[config.mk]
export PLATFORM = sky130hd
export DESIGN_NAME = rs_alu_flat
export DESIGN_NICKNAME = d
export VERILOG_FILES = /design/src/rtl/rs_alu_pkg.sv /design/src/rtl/rs_alu_if.sv /design/src/rtl/rs_pick_lowest.sv /design/src/rtl/rs_alu.sv /design/src/flat_wrapper.sv
export SDC_FILE = /design/constraint.sdc
export NUM_CORES = 2
export LEC_CHECK = 0
export BUFFER_PORTS_ARGS = -buffer_cell sky130_fd_sc_hd__buf_4
export CORE_MARGIN = 8
export CORE_UTILIZATION = 45
export DETAILED_ROUTE_END_ITERATION = 10
export GPL_ROUTABILITY_DRIVEN = 0
export SKIP_CTS_REPAIR_TIMING = 1
export SLEW_MARGIN = 30
export SYNTH_ARGS = -nofsm -noshare
export SYNTH_HDL_FRONTEND = slang
export SYNTH_SLANG_ARGS = --single-unit
[constraint.sdc]
create_clock -name clk_in -period 3.1 [get_ports clk_in]
set_clock_uncertainty 0.1 [all_clocks]
set_input_delay 0.62 -clock clk_in [delete_from_list [all_inputs] [get_ports clk_in]]
set_output_delay 0.62 -clock clk_in [all_outputs]
set_load 0.005 [all_outputs]
[src/rtl/rs_alu_pkg.sv]
// Shared constants and types for the integer ALU reservation station.
// Operand snooping is a helper so dispatch capture and wakeup use the same rule.
package rs_alu_pkg;

    localparam int ROB_BIT = 4;
    localparam int RS_SIZE = 8;
    localparam int RS_BIT  = 3;

    localparam logic [6:0] R_TYPE = 7'b0110011;
    localparam logic [6:0] I_TYPE = 7'b0010011;
    localparam logic [6:0] B_TYPE = 7'b1100011;

    typedef logic [ROB_BIT-1:0] rob_tag_t;

    typedef struct packed {
        logic        pending;
        rob_tag_t    tag;
        logic [31:0] value;
    } operand_t;

    typedef struct packed {
        logic        ready;
        rob_tag_t    rob;
        logic [31:0] res;
    } cdb_t;

    typedef struct packed {
        logic       busy;
        logic [2:0] op;
        logic [6:0] op_type;
        logic       op_addition;
        rob_tag_t   rob;
        operand_t   opi;
        operand_t   opj;
    } rs_entry_t;

    typedef struct packed {
        logic        valid;
        logic [31:0] vi;
        logic [31:0] vj;
        logic [2:0]  op;
        logic [6:0]  op_type;
        logic        op_addition;
        rob_tag_t    rob_entry;
    } issue_t;

    // ALU channel is checked first so it wins if both channels carry the tag.
    function automatic operand_t snoop(input operand_t cur, input cdb_t alu, input cdb_t lsb);
        operand_t r;
        r = cur;
        if (cur.pending) begin
            if (alu.ready && alu.rob == cur.tag) begin
                r.pending = 1'b0;
                r.value   = alu.res;
            end else if (lsb.ready && lsb.rob == cur.tag) begin
                r.pending = 1'b0;
                r.value   = lsb.res;
            end
        end
        return r;
    endfunction

endpackage

[src/rtl/rs_alu_if.sv]
// Dispatch, CDB snoop and ALU issue signals around the ALU reservation station.
// The station is the master: it initiates issue towards the ALU.
interface rs_alu_if;
    import rs_alu_pkg::*;

    logic        rob_clear_up;

    logic        disp_valid;
    logic [2:0]  disp_op;
    logic [6:0]  disp_op_type;
    logic        disp_op_addition;
    logic [31:0] disp_vi;
    logic [31:0] disp_vj;
    logic        disp_qi_valid;
    logic        disp_qj_valid;
    rob_tag_t    disp_qi;
    rob_tag_t    disp_qj;
    rob_tag_t    disp_rob_entry;
    logic        full;

    logic        alu_cdb_ready;
    logic [31:0] alu_cdb_res;
    rob_tag_t    alu_cdb_rob;
    logic        lsb_cdb_ready;
    logic [31:0] lsb_cdb_res;
    rob_tag_t    lsb_cdb_rob;

    logic        valid;
    logic [31:0] vi;
    logic [31:0] vj;
    logic [2:0]  op;
    logic [6:0]  op_type;
    logic        op_addition;
    rob_tag_t    rob_entry;

    modport master (
        input  rob_clear_up,
        input  disp_valid, disp_op, disp_op_type, disp_op_addition,
        input  disp_vi, disp_vj, disp_qi_valid, disp_qj_valid,
        input  disp_qi, disp_qj, disp_rob_entry,
        output full,
        input  alu_cdb_ready, alu_cdb_res, alu_cdb_rob,
        input  lsb_cdb_ready, lsb_cdb_res, lsb_cdb_rob,
        output valid, vi, vj, op, op_type, op_addition, rob_entry
    );

    modport slave (
        output rob_clear_up,
        output disp_valid, disp_op, disp_op_type, disp_op_addition,
        output disp_vi, disp_vj, disp_qi_valid, disp_qj_valid,
        output disp_qi, disp_qj, disp_rob_entry,
        input  full,
        output alu_cdb_ready, alu_cdb_res, alu_cdb_rob,
        output lsb_cdb_ready, lsb_cdb_res, lsb_cdb_rob,
        input  valid, vi, vj, op, op_type, op_addition, rob_entry
    );

endinterface

[src/rtl/rs_pick_lowest.sv]
// Lowest-set-bit priority encoder; used for both free-slot and ready-slot selection.
module rs_pick_lowest #(
    parameter int N = 8,
    parameter int W = 3
) (
    input  logic [N-1:0] req,
    output logic         found,
    output logic [W-1:0] idx
);

    always_comb begin
        found = 1'b0;
        idx   = '0;
        for (int i = N - 1; i >= 0; i--) begin
            if (req[i]) begin
                found = 1'b1;
                idx   = W'(i);
            end
        end
    end

endmodule

[src/rtl/rs_alu.sv]
// ALU reservation station: holds dispatched ops, resolves operand tags from both
// CDB channels and issues the lowest-index ready op, one per cycle.
module rs_alu
    import rs_alu_pkg::*;
(
    input  logic      clk_in,
    input  logic      rst_in,
    input  logic      rdy_in,
    rs_alu_if.master  bus
);

    rs_entry_t          ent_q [RS_SIZE];
    rs_entry_t          ent_d [RS_SIZE];
    issue_t             iss_q;
    issue_t             iss_d;
    rs_entry_t          disp_ent;
    cdb_t               alu_cdb;
    cdb_t               lsb_cdb;
    logic [RS_SIZE-1:0] busy_vec;
    logic [RS_SIZE-1:0] ready_vec;
    logic               free_found;
    logic               ready_found;
    logic [RS_BIT-1:0]  free_idx;
    logic [RS_BIT-1:0]  ready_idx;
    logic               do_disp;

    assign alu_cdb.ready = bus.alu_cdb_ready;
    assign alu_cdb.rob   = bus.alu_cdb_rob;
    assign alu_cdb.res   = bus.alu_cdb_res;
    assign lsb_cdb.ready = bus.lsb_cdb_ready;
    assign lsb_cdb.rob   = bus.lsb_cdb_rob;
    assign lsb_cdb.res   = bus.lsb_cdb_res;

    always_comb begin
        busy_vec  = '0;
        ready_vec = '0;
        for (int i = 0; i < RS_SIZE; i++) begin
            busy_vec[i]  = ent_q[i].busy;
            ready_vec[i] = ent_q[i].busy && !ent_q[i].opi.pending && !ent_q[i].opj.pending;
        end
    end

    rs_pick_lowest #(.N(RS_SIZE), .W(RS_BIT)) u_pick_free (
        .req   (~busy_vec),
        .found (free_found),
        .idx   (free_idx)
    );

    rs_pick_lowest #(.N(RS_SIZE), .W(RS_BIT)) u_pick_ready (
        .req   (ready_vec),
        .found (ready_found),
        .idx   (ready_idx)
    );

    assign bus.full = &busy_vec;
    assign do_disp  = rdy_in && bus.disp_valid && free_found;

    // Incoming op with same-cycle CDB capture applied.
    always_comb begin
        disp_ent             = '0;
        disp_ent.busy        = 1'b1;
        disp_ent.op          = bus.disp_op;
        disp_ent.op_type     = bus.disp_op_type;
        disp_ent.op_addition = bus.disp_op_addition;
        disp_ent.rob         = bus.disp_rob_entry;
        disp_ent.opi.pending = bus.disp_qi_valid;
        disp_ent.opi.tag     = bus.disp_qi;
        disp_ent.opi.value   = bus.disp_vi;
        disp_ent.opj.pending = bus.disp_qj_valid;
        disp_ent.opj.tag     = bus.disp_qj;
        disp_ent.opj.value   = bus.disp_vj;
        disp_ent.opi         = snoop(disp_ent.opi, alu_cdb, lsb_cdb);
        disp_ent.opj         = snoop(disp_ent.opj, alu_cdb, lsb_cdb);
    end

    // Ready is taken from registered state and the write targets a free slot,
    // so the issued entry and the dispatched entry are always different.
    always_comb begin
        ent_d = ent_q;
        iss_d = iss_q;
        if (rdy_in) begin
            iss_d.valid = 1'b0;
            for (int i = 0; i < RS_SIZE; i++) begin
                if (ent_q[i].busy) begin
                    ent_d[i].opi = snoop(ent_q[i].opi, alu_cdb, lsb_cdb);
                    ent_d[i].opj = snoop(ent_q[i].opj, alu_cdb, lsb_cdb);
                end
            end
            if (ready_found) begin
                iss_d.valid           = 1'b1;
                iss_d.vi              = ent_q[ready_idx].opi.value;
                iss_d.vj              = ent_q[ready_idx].opj.value;
                iss_d.op              = ent_q[ready_idx].op;
                iss_d.op_type         = ent_q[ready_idx].op_type;
                iss_d.op_addition     = ent_q[ready_idx].op_addition;
                iss_d.rob_entry       = ent_q[ready_idx].rob;
                ent_d[ready_idx].busy = 1'b0;
            end
            if (do_disp) begin
                ent_d[free_idx] = disp_ent;
            end
        end
    end

    always_ff @(posedge clk_in) begin
        if (rst_in || bus.rob_clear_up) begin
            for (int i = 0; i < RS_SIZE; i++) begin
                ent_q[i] <= '0;
            end
            iss_q <= '0;
        end else begin
            for (int i = 0; i < RS_SIZE; i++) begin
                ent_q[i] <= ent_d[i];
            end
            iss_q <= iss_d;
        end
    end

    assign bus.valid       = iss_q.valid;
    assign bus.vi          = iss_q.vi;
    assign bus.vj          = iss_q.vj;
    assign bus.op          = iss_q.op;
    assign bus.op_type     = iss_q.op_type;
    assign bus.op_addition = iss_q.op_addition;
    assign bus.rob_entry   = iss_q.rob_entry;

endmodule
[src/flat_wrapper.sv]
// flat-port wrapper written by rule: the top's interface ports become plain ports
module rs_alu_flat import rs_alu_pkg::*;
  (clk_in, rst_in, rdy_in, bus_rob_clear_up, bus_disp_valid, bus_disp_op, bus_disp_op_type, bus_disp_op_addition, bus_disp_vi, bus_disp_vj, bus_disp_qi_valid, bus_disp_qj_valid, bus_disp_qi, bus_disp_qj, bus_disp_rob_entry, bus_full, bus_alu_cdb_ready, bus_alu_cdb_res, bus_alu_cdb_rob, bus_lsb_cdb_ready, bus_lsb_cdb_res, bus_lsb_cdb_rob, bus_valid, bus_vi, bus_vj, bus_op, bus_op_type, bus_op_addition, bus_rob_entry);
  rs_alu_if bus_i ();
  input  logic clk_in;
  input  logic rst_in;
  input  logic rdy_in;
  input wire logic [$bits(bus_i.rob_clear_up)-1:0] bus_rob_clear_up;
  input wire logic [$bits(bus_i.disp_valid)-1:0] bus_disp_valid;
  input wire logic [$bits(bus_i.disp_op)-1:0] bus_disp_op;
  input wire logic [$bits(bus_i.disp_op_type)-1:0] bus_disp_op_type;
  input wire logic [$bits(bus_i.disp_op_addition)-1:0] bus_disp_op_addition;
  input wire logic [$bits(bus_i.disp_vi)-1:0] bus_disp_vi;
  input wire logic [$bits(bus_i.disp_vj)-1:0] bus_disp_vj;
  input wire logic [$bits(bus_i.disp_qi_valid)-1:0] bus_disp_qi_valid;
  input wire logic [$bits(bus_i.disp_qj_valid)-1:0] bus_disp_qj_valid;
  input wire logic [$bits(bus_i.disp_qi)-1:0] bus_disp_qi;
  input wire logic [$bits(bus_i.disp_qj)-1:0] bus_disp_qj;
  input wire logic [$bits(bus_i.disp_rob_entry)-1:0] bus_disp_rob_entry;
  output wire logic [$bits(bus_i.full)-1:0] bus_full;
  input wire logic [$bits(bus_i.alu_cdb_ready)-1:0] bus_alu_cdb_ready;
  input wire logic [$bits(bus_i.alu_cdb_res)-1:0] bus_alu_cdb_res;
  input wire logic [$bits(bus_i.alu_cdb_rob)-1:0] bus_alu_cdb_rob;
  input wire logic [$bits(bus_i.lsb_cdb_ready)-1:0] bus_lsb_cdb_ready;
  input wire logic [$bits(bus_i.lsb_cdb_res)-1:0] bus_lsb_cdb_res;
  input wire logic [$bits(bus_i.lsb_cdb_rob)-1:0] bus_lsb_cdb_rob;
  output wire logic [$bits(bus_i.valid)-1:0] bus_valid;
  output wire logic [$bits(bus_i.vi)-1:0] bus_vi;
  output wire logic [$bits(bus_i.vj)-1:0] bus_vj;
  output wire logic [$bits(bus_i.op)-1:0] bus_op;
  output wire logic [$bits(bus_i.op_type)-1:0] bus_op_type;
  output wire logic [$bits(bus_i.op_addition)-1:0] bus_op_addition;
  output wire logic [$bits(bus_i.rob_entry)-1:0] bus_rob_entry;
  assign bus_i.rob_clear_up = bus_rob_clear_up;
  assign bus_i.disp_valid = bus_disp_valid;
  assign bus_i.disp_op = bus_disp_op;
  assign bus_i.disp_op_type = bus_disp_op_type;
  assign bus_i.disp_op_addition = bus_disp_op_addition;
  assign bus_i.disp_vi = bus_disp_vi;
  assign bus_i.disp_vj = bus_disp_vj;
  assign bus_i.disp_qi_valid = bus_disp_qi_valid;
  assign bus_i.disp_qj_valid = bus_disp_qj_valid;
  assign bus_i.disp_qi = bus_disp_qi;
  assign bus_i.disp_qj = bus_disp_qj;
  assign bus_i.disp_rob_entry = bus_disp_rob_entry;
  assign bus_full = bus_i.full;
  assign bus_i.alu_cdb_ready = bus_alu_cdb_ready;
  assign bus_i.alu_cdb_res = bus_alu_cdb_res;
  assign bus_i.alu_cdb_rob = bus_alu_cdb_rob;
  assign bus_i.lsb_cdb_ready = bus_lsb_cdb_ready;
  assign bus_i.lsb_cdb_res = bus_lsb_cdb_res;
  assign bus_i.lsb_cdb_rob = bus_lsb_cdb_rob;
  assign bus_valid = bus_i.valid;
  assign bus_vi = bus_i.vi;
  assign bus_vj = bus_i.vj;
  assign bus_op = bus_i.op;
  assign bus_op_type = bus_i.op_type;
  assign bus_op_addition = bus_i.op_addition;
  assign bus_rob_entry = bus_i.rob_entry;
  rs_alu u_core (.clk_in(clk_in), .rst_in(rst_in), .rdy_in(rdy_in), .bus(bus_i));
endmodule
==> flow_summary.yaml <==
yosys:
  ys_seq_area_frac: 0.352
  synth.distinct_cells: 88
  synthFlopType: "dfxtp_1"
  yosys-top-cells-area: "dfxtp_1 35%, nand2_1 8.1%, a21oi_1 6.6%"
  async_flop_share: 0
  yosys_warnings: 0
  synth_common_cells: "984 x nand2_1, 800 x dfxtp_1, 602 x a21oi_1"
  netlist_area_mm2: 0.0456
  synth_edf_count: 0
  yosysTopAreaCellShare: 0.352
  netlist_instances: 5625
  post-synth-top-count-cell: "nand2_1"
  ys_ff_latch: 800
  syn-num-nets: 5793
  post_synth.cell_area_avg_um2: 8.10
  synth_area_leader_cell: "dfxtp_1"
floorplan:
  core_mm2: 0.100
  die_h_um: 334
  die_area_mm2: 0.112
  start_util: 0.454
  ios: 249
  fp-row-count: 116
  die-width_um: 334
global_route:
  grt_max_degree: 104
  busiest_layer: "met2"
  grt_pass1_wl_um: 318000
  use_met3: 0.105
  use_met2: 0.555
  overflow: 0
  use_met1: 0.481
  grt_pass1_vias: 46200
  antenna_found_initial: 11
  grt_util_all_layers: 0.373
setup_path:
  crit_buf_inv: 2
  slowest_stage: "or2_2"
  critPathKind: "flop to output pin"
  rr_worst_depth: 8
  end_kind: "output pin"
  arrival_ps: 2370
  cpMostUsedCell: "buf_4"
  worstPathRequired_ps: 2380
  worstPathMaxFanout: 16
  path_depth: 5
  cpPeakStageDelay_ps: 380
  worstPathCellList: "buf_4, nand2_1, or2_2, nor2_1, buf_4"
  critPathTopFamily: "simple AND/OR/NAND/NOR gates"
  worst_setup_path_start_kind: "flop"
min_path:
  hold_path_depth: 3
  min_path_type: "primary input to flop"
route:
  routedWlPerCell_um: 31.5
  wl_um: 222000
  drc: 0
  drt_iter0_drc: 7926
  via_count: 49000
  first_pass_iters: 9
  via_per_inst: 6.95
  postRouteAntennaNets: 0
clocking:
  cts_buffer_depth: 3
  cts_root_buf: "clkbuf_16"
  cts_tree: "done"
  htree_levels: 3
  cts_made_buffers: 94
  cts_sinks: 800
  insertion_delay_ps: 690
  clk_pin_slew_ps: 60
cells_and_area:
  final_net_count: 5781
  fill_cells: 9450
  synthToLayoutAreaGrowth_pct: 17.6
  final_util: 0.534
  ff_latch_area_mm2: 0.0160
  multi_input_area_mm2: 0.0270
  drive_gt1_frac: 0.182
power:
  ir_drop_mv: 0.615
  p_leak_nw: 17.8
  total_power_mw: 24.6
  power.density_mw_per_mm2: 459
timing:
  period_minus_slack_ps: 3090
  period_share: 0.997
  max-slew-margin-rel: 0.380
  tns_ps: 0
  max_freq_ghz: 0.324
  worst_pin_slew_ps: 920
  grt_setup_unrepaired: "false"
  setup_viol: 0
  hold_viol: 0
  drv_slew: 0
job:
  drv_cap: 0
placed_design:
  io_buffer_count: 248
  dp_hpwl_um: 139000
status:
  status: "completed"
[kinds of logic (layout without fill, tap and decap cells)]
group / after synthesis / after routing / share of synthesized area
and+or+nand+nor: 1794 / 1794 / 0.176
other: 0 / 2 / 0
DFF: 800 / 800 / 0.352
xor gates and xnor gates: 143 / 143 / 0.0277
AOI/OAI and AO/OA: 1824 / 1824 / 0.294
buffers and inverters: 691 / 754 / 0.0658
muxes: 373 / 373 / 0.0852
[worst reg2reg max path, cell delays in order (launching register included)]
cell and delay, ps:
dfxtp_1 440, or3b_1 410, and2_4 510, buf_12 320, buf_4 280, nand3_1 90
a21oi_1 360, nor3_1 100, o31ai_1 240
[registers in the layout, summed over array words and instances (netlist names)]
signal and flops:
u_core.bus.op_type 7, u_core.bus.op_addition 1, u_core.bus.vj 32, u_core.ent_q 712, u_core.bus.vi 32, u_core.bus.op 3
u_core.bus.valid 1, u_core.busy_vec 8, u_core.bus.rob_entry 4
[final timing paths]
kind                         start                 to  slack (ps)
max             u_core.busy_vec[0]           bus_full          10
min          bus_disp_rob_entry[1]  u_core.ent_q[615]         120
min reg2reg      u_core.ent_q[377]  u_core.ent_q[377]         340
max reg2reg      u_core.ent_q[486]  u_core.bus.vj[30]         160
[area by class of cell]
cell class                      count  share of cell area
Antenna cell                        2           0.0000934
Clock buffer                      143              0.0531
Clock inverter                     28             0.00619
Inverter                           17             0.00119
Multi-Input combinational cell   4134               0.504
Sequential cell                   800               0.299
Tap cell                         1357              0.0317
Timing Repair Buffer              566               0.104
[metrics by stage]
step	setup slack (ps)	std cells	hold WS [ps]	area, um2
final	10.3	7047	125	53600
after global routing	12.0	7046	125	53600
after CTS	46.8	7045	100	53500
after detailed placement	119	6874	329	50400
after global placement	135	6873	329	50400
after floorplan	334	5625	316	45600
[layer usage]
metal  vias to the layer above  routed length, um
li1                      20700                  -
met1                     23500              84500
met2                      3920              92600
met3                       909              30000
met4                         6              14500
met5                         -                 42
[cells in the final DEF (no fill, tap or decap), types with 11 or more instances in the layout]
| cell | instances |
|---|---|
| clkbuf_1 | 23 |
| a211oi_1 | 68 |
| o221a_2 | 29 |
| dfxtp_1 | 800 |
| o22ai_1 | 18 |
| mux2i_1 | 254 |
| a32o_1 | 19 |
| nor2_1 | 129 |
| buf_4 | 459 |
| o221a_4 | 24 |
| a22o_1 | 198 |
| xor2_1 | 38 |
| o21a_1 | 11 |
| a21oi_1 | 597 |
| a2111o_1 | 13 |
| and3_1 | 19 |
| nand2_1 | 981 |
| o21ai_0 | 81 |
| nand2b_1 | 16 |
| or2_2 | 68 |
| nand3_1 | 312 |
| or3_1 | 53 |
| a21o_1 | 24 |
| o31ai_1 | 66 |
| nand4_1 | 19 |
| clkbuf_16 | 98 |
| clkinv_2 | 12 |
| clkbuf_8 | 22 |
| nor3_1 | 94 |
| mux2_2 | 113 |
| a221o_1 | 71 |
| a222oi_1 | 105 |
| a22oi_1 | 129 |
| xnor2_1 | 104 |
| a2bb2oi_1 | 178 |
| buf_12 | 106 |
| a31oi_1 | 96 |
| inv_1 | 16 |
| nor2_4 | 16 |
[where the power goes]
| group | internal, mW | switching, mW | leakage (nW) | total (mW) |
|---|---|---|---|---|
| clock | 6.81 | 4.86 | 1.55 | 11.7 |
| sequential | 10.3 | 0.0220 | 6.44 | 10.3 |
| combinational | 0.842 | 1.72 | 9.80 | 2.56 |
No activity file was read; power rests on OpenSTA's default activity.
